File: src/rtl/tpu_gemm_pkg.sv
// Shared constants, derivation helpers and writer FSM encoding for the
// GEMM/convolution data path (data mover and result writer).
package tpu_gemm_pkg;

    localparam int MEM_DEPTH_DEF      = 896;
    localparam int MEM_ADDR_WIDTH_DEF = 10;
    localparam int MEM_DATA_WIDTH_DEF = 128;
    localparam int PE_SIZE_DEF        = 16;
    localparam int ACC_WIDTH_DEF      = 32;
    localparam int ROW_CNT_WIDTH_DEF  = 10;

    function automatic int calc_lanes_per_word(input int mem_data_width, input int acc_width);
        return mem_data_width / acc_width;
    endfunction

    function automatic int calc_words_per_row(input int pe_size, input int acc_width,
                                              input int mem_data_width);
        return (pe_size * acc_width) / mem_data_width;
    endfunction

    // A single-word row still needs a one-bit beat counter to keep the ports legal.
    function automatic int calc_beat_width(input int words_per_row);
        return (words_per_row > 1) ? $clog2(words_per_row) : 1;
    endfunction

    localparam int LANES_PER_WORD = calc_lanes_per_word(MEM_DATA_WIDTH_DEF, ACC_WIDTH_DEF);
    localparam int WORDS_PER_ROW  = calc_words_per_row(PE_SIZE_DEF, ACC_WIDTH_DEF,
                                                       MEM_DATA_WIDTH_DEF);

    typedef enum logic [1:0] {
        IDLE = 2'd0,
        RUN  = 2'd1,
        DONE = 2'd2
    } writer_state_t;

endpackage

File: src/rtl/conv_result_writer_unpacker.sv
// Row buffer and beat multiplexer for the result writer.
// Optional: define CONV_RESULT_WRITER_RELU_EN to clamp negative lanes to zero at capture.
import tpu_gemm_pkg::*;

module conv_row_unpacker #(
    parameter int PE_SIZE        = PE_SIZE_DEF,
    parameter int ACC_WIDTH      = ACC_WIDTH_DEF,
    parameter int MEM_DATA_WIDTH = MEM_DATA_WIDTH_DEF,
    parameter int BEAT_WIDTH     = 2
) (
    input  logic                          clk,
    input  logic                          rst_n,
    input  logic                          load,
    input  logic [PE_SIZE*ACC_WIDTH-1:0]  row_data,
    input  logic [BEAT_WIDTH-1:0]         beat_sel,
    output logic [MEM_DATA_WIDTH-1:0]     word
);

    localparam int ROW_WIDTH   = PE_SIZE * ACC_WIDTH;
    localparam int WORDS       = calc_words_per_row(PE_SIZE, ACC_WIDTH, MEM_DATA_WIDTH);

    logic [ROW_WIDTH-1:0]      row_buf;
    logic [ROW_WIDTH-1:0]      capture_data;
    logic [MEM_DATA_WIDTH-1:0] words [WORDS];

`ifdef CONV_RESULT_WRITER_RELU_EN
    // Clamping before the register keeps ReLU off the write-beat timing path.
    always_comb begin
        capture_data = row_data;
        for (int i = 0; i < PE_SIZE; i++) begin
            if (row_data[i*ACC_WIDTH + ACC_WIDTH - 1]) begin
                capture_data[i*ACC_WIDTH +: ACC_WIDTH] = '0;
            end
        end
    end
`else
    assign capture_data = row_data;
`endif

    always_ff @(posedge clk or negedge rst_n) begin
        if (!rst_n) begin
            row_buf <= '0;
        end else if (load) begin
            row_buf <= capture_data;
        end
    end

    for (genvar k = 0; k < WORDS; k++) begin : g_words
        assign words[k] = row_buf[k*MEM_DATA_WIDTH +: MEM_DATA_WIDTH];
    end

    assign word = words[beat_sel];

endmodule

File: src/rtl/conv_result_writer.sv
// Drains PE result rows into the output BRAM as sequential word writes.
// Optional: define CONV_RESULT_WRITER_RELU_EN to clamp negative lanes to zero at capture.
import tpu_gemm_pkg::*;

module conv_result_writer #(
    parameter int MEM_DEPTH      = MEM_DEPTH_DEF,
    parameter int MEM_ADDR_WIDTH = MEM_ADDR_WIDTH_DEF,
    parameter int MEM_DATA_WIDTH = MEM_DATA_WIDTH_DEF,
    parameter int PE_SIZE        = PE_SIZE_DEF,
    parameter int ACC_WIDTH      = ACC_WIDTH_DEF,
    parameter int ROW_CNT_WIDTH  = ROW_CNT_WIDTH_DEF
) (
    input  logic                          clk,
    input  logic                          rst_n,
    input  logic                          en,
    input  logic [ROW_CNT_WIDTH-1:0]      num_rows_i,
    input  logic [MEM_ADDR_WIDTH-1:0]     base_addr_i,
    input  logic                          row_valid_i,
    output logic                          row_ready_o,
    input  logic [PE_SIZE*ACC_WIDTH-1:0]  row_data_i,
    output logic [MEM_ADDR_WIDTH-1:0]     mem2_addr0,
    output logic                          mem2_ce0,
    output logic                          mem2_we0,
    output logic [MEM_DATA_WIDTH-1:0]     mem2_d0,
    output logic                          busy_o,
    output logic                          done_o
);

    localparam int WORDS_PER_ROW_P = calc_words_per_row(PE_SIZE, ACC_WIDTH, MEM_DATA_WIDTH);
    localparam int BEAT_WIDTH      = calc_beat_width(WORDS_PER_ROW_P);

    localparam logic [BEAT_WIDTH-1:0]     LAST_BEAT = BEAT_WIDTH'(WORDS_PER_ROW_P - 1);
    localparam logic [MEM_ADDR_WIDTH-1:0] LAST_ADDR = MEM_ADDR_WIDTH'(MEM_DEPTH - 1);

    writer_state_t state, next_state;

    logic [ROW_CNT_WIDTH-1:0]  num_rows;
    logic [ROW_CNT_WIDTH-1:0]  rows_accepted;
    logic [MEM_ADDR_WIDTH-1:0] addr_cnt;
    logic [BEAT_WIDTH-1:0]     beat_cnt;
    logic                      buf_full;
    logic                      last_beat;
    logic                      accept;

    assign last_beat = buf_full && (beat_cnt == LAST_BEAT);
    assign accept    = row_valid_i && row_ready_o;

    always_ff @(posedge clk or negedge rst_n) begin
        if (!rst_n) begin
            state <= IDLE;
        end else begin
            state <= next_state;
        end
    end

    // The buffer may be refilled on its last beat so a row every
    // WORDS_PER_ROW cycles streams without a bubble.
    always_comb begin
        next_state  = state;
        row_ready_o = 1'b0;
        busy_o      = 1'b0;
        done_o      = 1'b0;
        case (state)
            IDLE: begin
                if (en) begin
                    next_state = (num_rows_i == '0) ? DONE : RUN;
                end
            end
            RUN: begin
                busy_o      = 1'b1;
                row_ready_o = (rows_accepted < num_rows) &&
                              (!buf_full || (beat_cnt == LAST_BEAT));
                if (last_beat && (rows_accepted == num_rows)) begin
                    next_state = DONE;
                end
            end
            DONE: begin
                busy_o     = 1'b1;
                done_o     = 1'b1;
                next_state = IDLE;
            end
            default: begin
                next_state = IDLE;
            end
        endcase
    end

    always_ff @(posedge clk or negedge rst_n) begin
        if (!rst_n) begin
            num_rows      <= '0;
            rows_accepted <= '0;
            addr_cnt      <= '0;
            beat_cnt      <= '0;
            buf_full      <= 1'b0;
        end else begin
            case (state)
                IDLE: begin
                    if (en) begin
                        num_rows      <= num_rows_i;
                        addr_cnt      <= base_addr_i;
                        rows_accepted <= '0;
                        beat_cnt      <= '0;
                        buf_full      <= 1'b0;
                    end
                end
                RUN: begin
                    if (buf_full) begin
                        addr_cnt <= (addr_cnt == LAST_ADDR) ? '0 : addr_cnt + 1'b1;
                        beat_cnt <= (beat_cnt == LAST_BEAT) ? '0 : beat_cnt + 1'b1;
                    end
                    if (accept) begin
                        buf_full      <= 1'b1;
                        rows_accepted <= rows_accepted + 1'b1;
                    end else if (last_beat) begin
                        buf_full <= 1'b0;
                    end
                end
                default: begin
                end
            endcase
        end
    end

    conv_row_unpacker #(
        .PE_SIZE        (PE_SIZE),
        .ACC_WIDTH      (ACC_WIDTH),
        .MEM_DATA_WIDTH (MEM_DATA_WIDTH),
        .BEAT_WIDTH     (BEAT_WIDTH)
    ) u_unpacker (
        .clk      (clk),
        .rst_n    (rst_n),
        .load     (accept),
        .row_data (row_data_i),
        .beat_sel (beat_cnt),
        .word     (mem2_d0)
    );

    assign mem2_addr0 = addr_cnt;
    assign mem2_ce0   = buf_full;
    assign mem2_we0   = buf_full;

endmodule

File: config.mk
export PLATFORM = sky130hd
export DESIGN_NAME = conv_result_writer
export DESIGN_NICKNAME = d
export VERILOG_FILES = /design/src/rtl/tpu_gemm_pkg.sv /design/src/rtl/conv_result_writer_unpacker.sv /design/src/rtl/conv_result_writer.sv
export SDC_FILE = /design/constraint.sdc
export NUM_CORES = 1
export LEC_CHECK = 0
export CAP_MARGIN = 5
export CORE_AREA = 5 5 261 263
export DETAILED_ROUTE_END_ITERATION = 7
export DIE_AREA = 0 0 266 268
export PLACE_DENSITY = 0.69
export SKIP_CTS_REPAIR_TIMING = 1
export SLEW_MARGIN = 20
export SYNTH_ARGS = -nofsm -noshare
export SYNTH_HDL_FRONTEND = slang
export SYNTH_SLANG_ARGS = --single-unit
export TNS_END_PERCENT = 30
File: constraint.sdc
create_clock -name clk -period 2.8 [get_ports clk]
set_clock_uncertainty 0.05 [all_clocks]
set_input_delay 0.56 -clock clk [delete_from_list [all_inputs] [get_ports clk]]
set_output_delay 0.56 -clock clk [all_outputs]
set_load 0.02 [all_outputs]
Word-level counts from Yosys, hierarchy flattened
Index checks and enable logic that the tools add are counted.

word-level totals
  register bits after elaboration = 547
  input bits = 536
  output and inout bits = 143

operators by class
  add/sub/neg operators = 3
  magnitude comparators = 2
  eq/ne operators = 10
  mux-type cells = 25
  bitwise logic cells = 1
  reduce and logical (&&, ||, !) cells = 15

operators by type and width
  operator                                       count
  binary-select mux 128 bit (select 2 bit)       1
  two-way mux 128 bit                            2
  two-way mux 10 bit                             5
  case mux 10 bit (2 select lines)               2
  adder 10 x 1 -> 10 bit, second input constant  2
  two-way mux 2 bit                              6
  == test 10 bit                                 1
  == test 10 bit, second input constant          1
  logical NOT 10 bit                             1
  < comparator 10 bit                            1
  AND reduction 3 bit                            3
  inequality test 2 bit, second input constant   4
  case mux 2 bit (2 select lines)                2
  two-way mux 1 bit                              6
  == test 2 bit, second input constant           2
  logical AND 1 bit                              4
  AND reduction 2 bit                            2
  >= comparator 3 bit, second input constant     1
  inequality test 3 bit, second input constant   1
  NOT 2 -> 3 bit                                 1
  adder 2 x 1 -> 2 bit, second input constant    1
  == test 2 x 1 -> 1 bit, second input constant  1
  logical NOT 2 bit                              1
  case mux 1 bit (2 select lines)                1
  4 further kinds                                4

Depth between registers and ports, before layout
  depth after elaboration = 7
  depth in mapped cells = 12

Hierarchy
Synthesis repeated with hierarchy kept, for this count alone.

unflattened totals
  cells, all modules = 1464
  area total of the unflattened synthesis = 24313.3 um2

by module, submodules not included
  module              instances  cells an instance  area each (um2)  seq. area each (um2)
  conv_row_unpacker   1          1237               22180.0          12812.3
  conv_result_writer  1          227                2133.3           875.8

Least setup slack after synthesis
No wires, ideal clock.

  path type = reg-to-reg
  start point = register rows_accepted[5]
  end point = register u_unpacker.row_buf[230]
  arrival = 2435 ps
  setup slack = 190 ps
  stages on the path, launching flop included = 12
  clock period less this slack = 2610 ps
  path through = dfrtp_1 -> ha_1 -> and3_1 -> a221oi_1 -> o2111ai_2 -> inv_2 -> and2_1 -> buf_4 -> buf_6 -> buf_12 -> buf_12 -> mux2_4

between the ends
  longest elaborated chain between the ends = 4

ends and longest elaborated chain
  what                      RTL line                           RTL
  start: declaration        conv_result_writer.sv:38           logic [ROW_CNT_WIDTH-1:0] rows_accepted;
  start signal: assignment  conv_result_writer.sv:113          rows_accepted <= rows_accepted + 1'b1;
  < comparator 10 bit       conv_result_writer.sv:71           row_ready_o = (rows_accepted < num_rows) &&
  logical AND 1 bit         conv_result_writer.sv:71
  two-way mux 1 bit         conv_result_writer.sv:63           case (state)
  logical AND 1 bit         conv_result_writer.sv:46           assign accept = row_valid_i && row_ready_o;
  end signal: assignment    conv_result_writer_unpacker.sv:44  row_buf <= capture_data;
  end: declaration          conv_result_writer_unpacker.sv:22  logic [ROW_WIDTH-1:0] row_buf;

No other way between the ends.
A chain may end at the register's enable or synchronous reset.

Final worst setup path
  start point = register num_rows[5]
  end point = output row_ready_o

between the ends
  longest elaborated chain between the ends = 3

ends and longest elaborated chain
  what                      RTL line                  RTL
  start: declaration        conv_result_writer.sv:37  logic [ROW_CNT_WIDTH-1:0] num_rows;
  start signal: assignment  conv_result_writer.sv:99  num_rows <= num_rows_i;
  < comparator 10 bit       conv_result_writer.sv:71
  logical AND 1 bit         conv_result_writer.sv:71
  two-way mux 1 bit         conv_result_writer.sv:63
  end: declaration          conv_result_writer.sv:19  output logic row_ready_o,

No other way between the ends.

==> results_dict.tcl <==
set metrics [dict create \
    cts_tree "yes" \
    grt-ovfl-total 0 \
    post-route-period-util 1.07 \
    ys_ff_latch 547 \
    vias_per_cell 5.07 \
    vias 16200 \
    grtUsageMet2 0.345 \
    worstPathRequired_ns 2.19 \
    rsz0062_at_grt "true" \
    reg2reg_from "num_rows[5]$_DFFE_PN0P_" \
    startpoint_type "flip-flop" \
    grt_pass1_wl_mm 111 \
    drive_gt1_frac 0.424 \
    place.gp.congestion 0.895 \
    netlist_top_cells_count "dfrtp_1, mux2_2, mux2_4" \
    final_hold_viol_count 0 \
    synth.top_cell.area_share 0.542 \
    fin_total_pwr_uw 40200 \
    yosysWarnings 0 \
    route.antenna.remaining_nets 0 \
    syn_area_um2 25300 \
    maxCapViolCount 0 \
    fin_nets 2805 \
    synth_ff_type "dfrtp_1" \
    cp_max_fo 3 \
    layout_setup_ws_ns -0.193 \
    outcome "finished with violations" \
    synth.area.top_cells "dfrtp_1, mux2_2, mux2_4" \
    reg2reg_depth 10 \
    violations "setup timing" \
    grt_usage 0.201 \
    fmax_mhz 334 \
    slew_headroom 0.545 \
    wl_mm 76.5 \
    stdcell_area_um2 36000 \
    dieArea_um2 71300 \
    cp_slowest_stage_delay_ns 0.35 \
    io_buffers 678 \
    syn_to_final_growth_pct 42.7 \
    use_met1 0.246 \
    hp-class "input port to async pin" \
    slew_violations 0 \
    period_minus_slack_ns 2.99 \
    row_count 94 \
    drt-pass1-iter-count 4 \
    die_w_um 266 \
    first_iter_violations 730 \
    place_hpwl_mm 56.5 \
    syn_inst 1480 \
    clock_sinks 547 \
    crit_chain "inv_1 -> ha_1 -> and3_1 -> a221oi_2 -> o2111ai_2 -> inv_2 -> dlymetal6s2s_1" \
    max-vdd-ir-drop_v 0.000678 \
    synth.distinct_cells 54 \
    cp-startpoint "num_rows[5]$_DFFE_PN0P_" \
    setup_viol 101 \
    synthesis.nets 2032 \
    tightest_slew_ns 0.674 \
    cts-htree-levels 2 \
    start_util 0.386 \
    gr-usage-met3 0.0596 \
    arrival_ns 2.38 \
    slowest_stage "dfrtp_1" \
    ys_seq_area_frac 0.542 \
    route.detailed.drc 0 \
    max-clock-path-buffers 3 \
    antenna_found_initial 29 \
    fillers 5288 \
    placedInstanceArea_um2 33600 \
    clkLatencyLatePin_ns 0.60 \
    clockRootBuffer "clkbuf_16" \
    synth.avg_cell_area_um2 17.1 \
    cts_made_buffers 60 \
    ioPinCount 679 \
    die_y_um 268 \
    async_flop_share 1.00 \
    hold_ws_ns 0.380 \
    grt.busiest_layer "met2" \
    yosysTopAreaCell "dfrtp_1" \
    post-route-util 0.551 \
    synth.most_common_cell "dfrtp_1" \
    grt_pass1_vias 18100 \
    p_leak_uw 0.0152 \
    wl_per_cell_um 24.0 \
    power_density_nw_per_um2 1120 \
    synth_edf_count 0 \
    critPathKind "flip-flop to output port" \
    clk_pin_slew_worst_paths_ns 0.06 \
    grt_max_degree 85 \
    cp-end-kind "output port" \
    coreArea_um2 65400 \
]
[metrics by stage]
step	setup slack (ns)	cells	TNS [ns]
3_5_place_dp	0.0369	3030	0
2_1_floorplan	0.190	1480	0
4_1_cts	-0.607	3143	-59.57
5_1_grt	-0.304	3186	-23.82
6_report	-0.193	3189	-5.77
3_3_place_gp	0.0609	3030	0
[placed cells by master (no fill, tap or decap), types with 40 or more instances in the layout]
cell,count
clkbuf_16,67
mux2_2,286
buf_12,50
dfrtp_1,545
clkdlybuf4s50_1,548
buf_4,56
buf_6,51
mux2_4,200
clkbuf_2,40
mux4_2,128
[power breakdown]
group | switching, uW | internal [uW] | leakage, uW
Sequential | 2320 | 11900 | 0.00652
Clock | 3390 | 5190 | 0.00106
Combinational | 7160 | 10200 | 0.00761
[worst max-delay path: cells and delay by family (launching register included)]
kind / cells / cell delay [ns]
AOI/OAI and AO/OA: 2 / 0.47
buffers and inverters: 3 / 0.41
DFF: 1 / 0.35
adders and majority gates: 1 / 0.31
and+or+nand+nor: 1 / 0.22
[worst paths after layout]
kind	end	slack (ns)
hold / removal	u_unpacker.row_buf[164]$_DFFE_PN0N_	0.38
hold reg to reg	u_unpacker.row_buf[443]$_DFFE_PN0N_	0.43
min in group clk	u_unpacker.row_buf[443]$_DFFE_PN0N_	0.43
max in group asynchronous	beat_cnt[0]$_DFFE_PN0P_	1.26
setup / recovery	row_ready_o	-0.19
setup reg to reg	u_unpacker.row_buf[130]$_DFFE_PN0N_	0.04
[flip-flops by register name, indices dropped and copies added, names as in the netlist]
| register | flops |
|---|---|
| u_unpacker.row_buf | 512 |
| mem2_addr0 | 10 |
| num_rows | 10 |
| rows_accepted | 10 |
| beat_cnt | 2 |
| state | 2 |
| mem2_ce0 | 1 |
[layout make-up]
cell class,instances,area (um2),area share
diodes,21,52.6,0.00146
clock buffers,71,1630,0.0453
clock inverters,42,536,0.0149
inverters,19,71.3,0.00198
multi-input cells,818,10600,0.295
flip-flops and latches,547,13700,0.380
well taps,864,1080,0.0300
repair buffers,807,8340,0.232
[cell families after synthesis]
logic type                 count (synthesis)  share of synthesized area
buffers and inverters                    115                     0.0379
AOI/OAI and AO/OA                         61                     0.0171
adders and majority gates                 16                    0.00793
DFF                                      547                      0.542
and+or+nand+nor                           89                     0.0175
muxes                                    652                      0.377
[layer usage]
metal  up-vias  share of wire
li1       7144              -
met1      8353           0.39
met2       521           0.51
met3       133          0.073
met4        10          0.029
met5         -        0.00082
(Power assumes the default switching activity.)
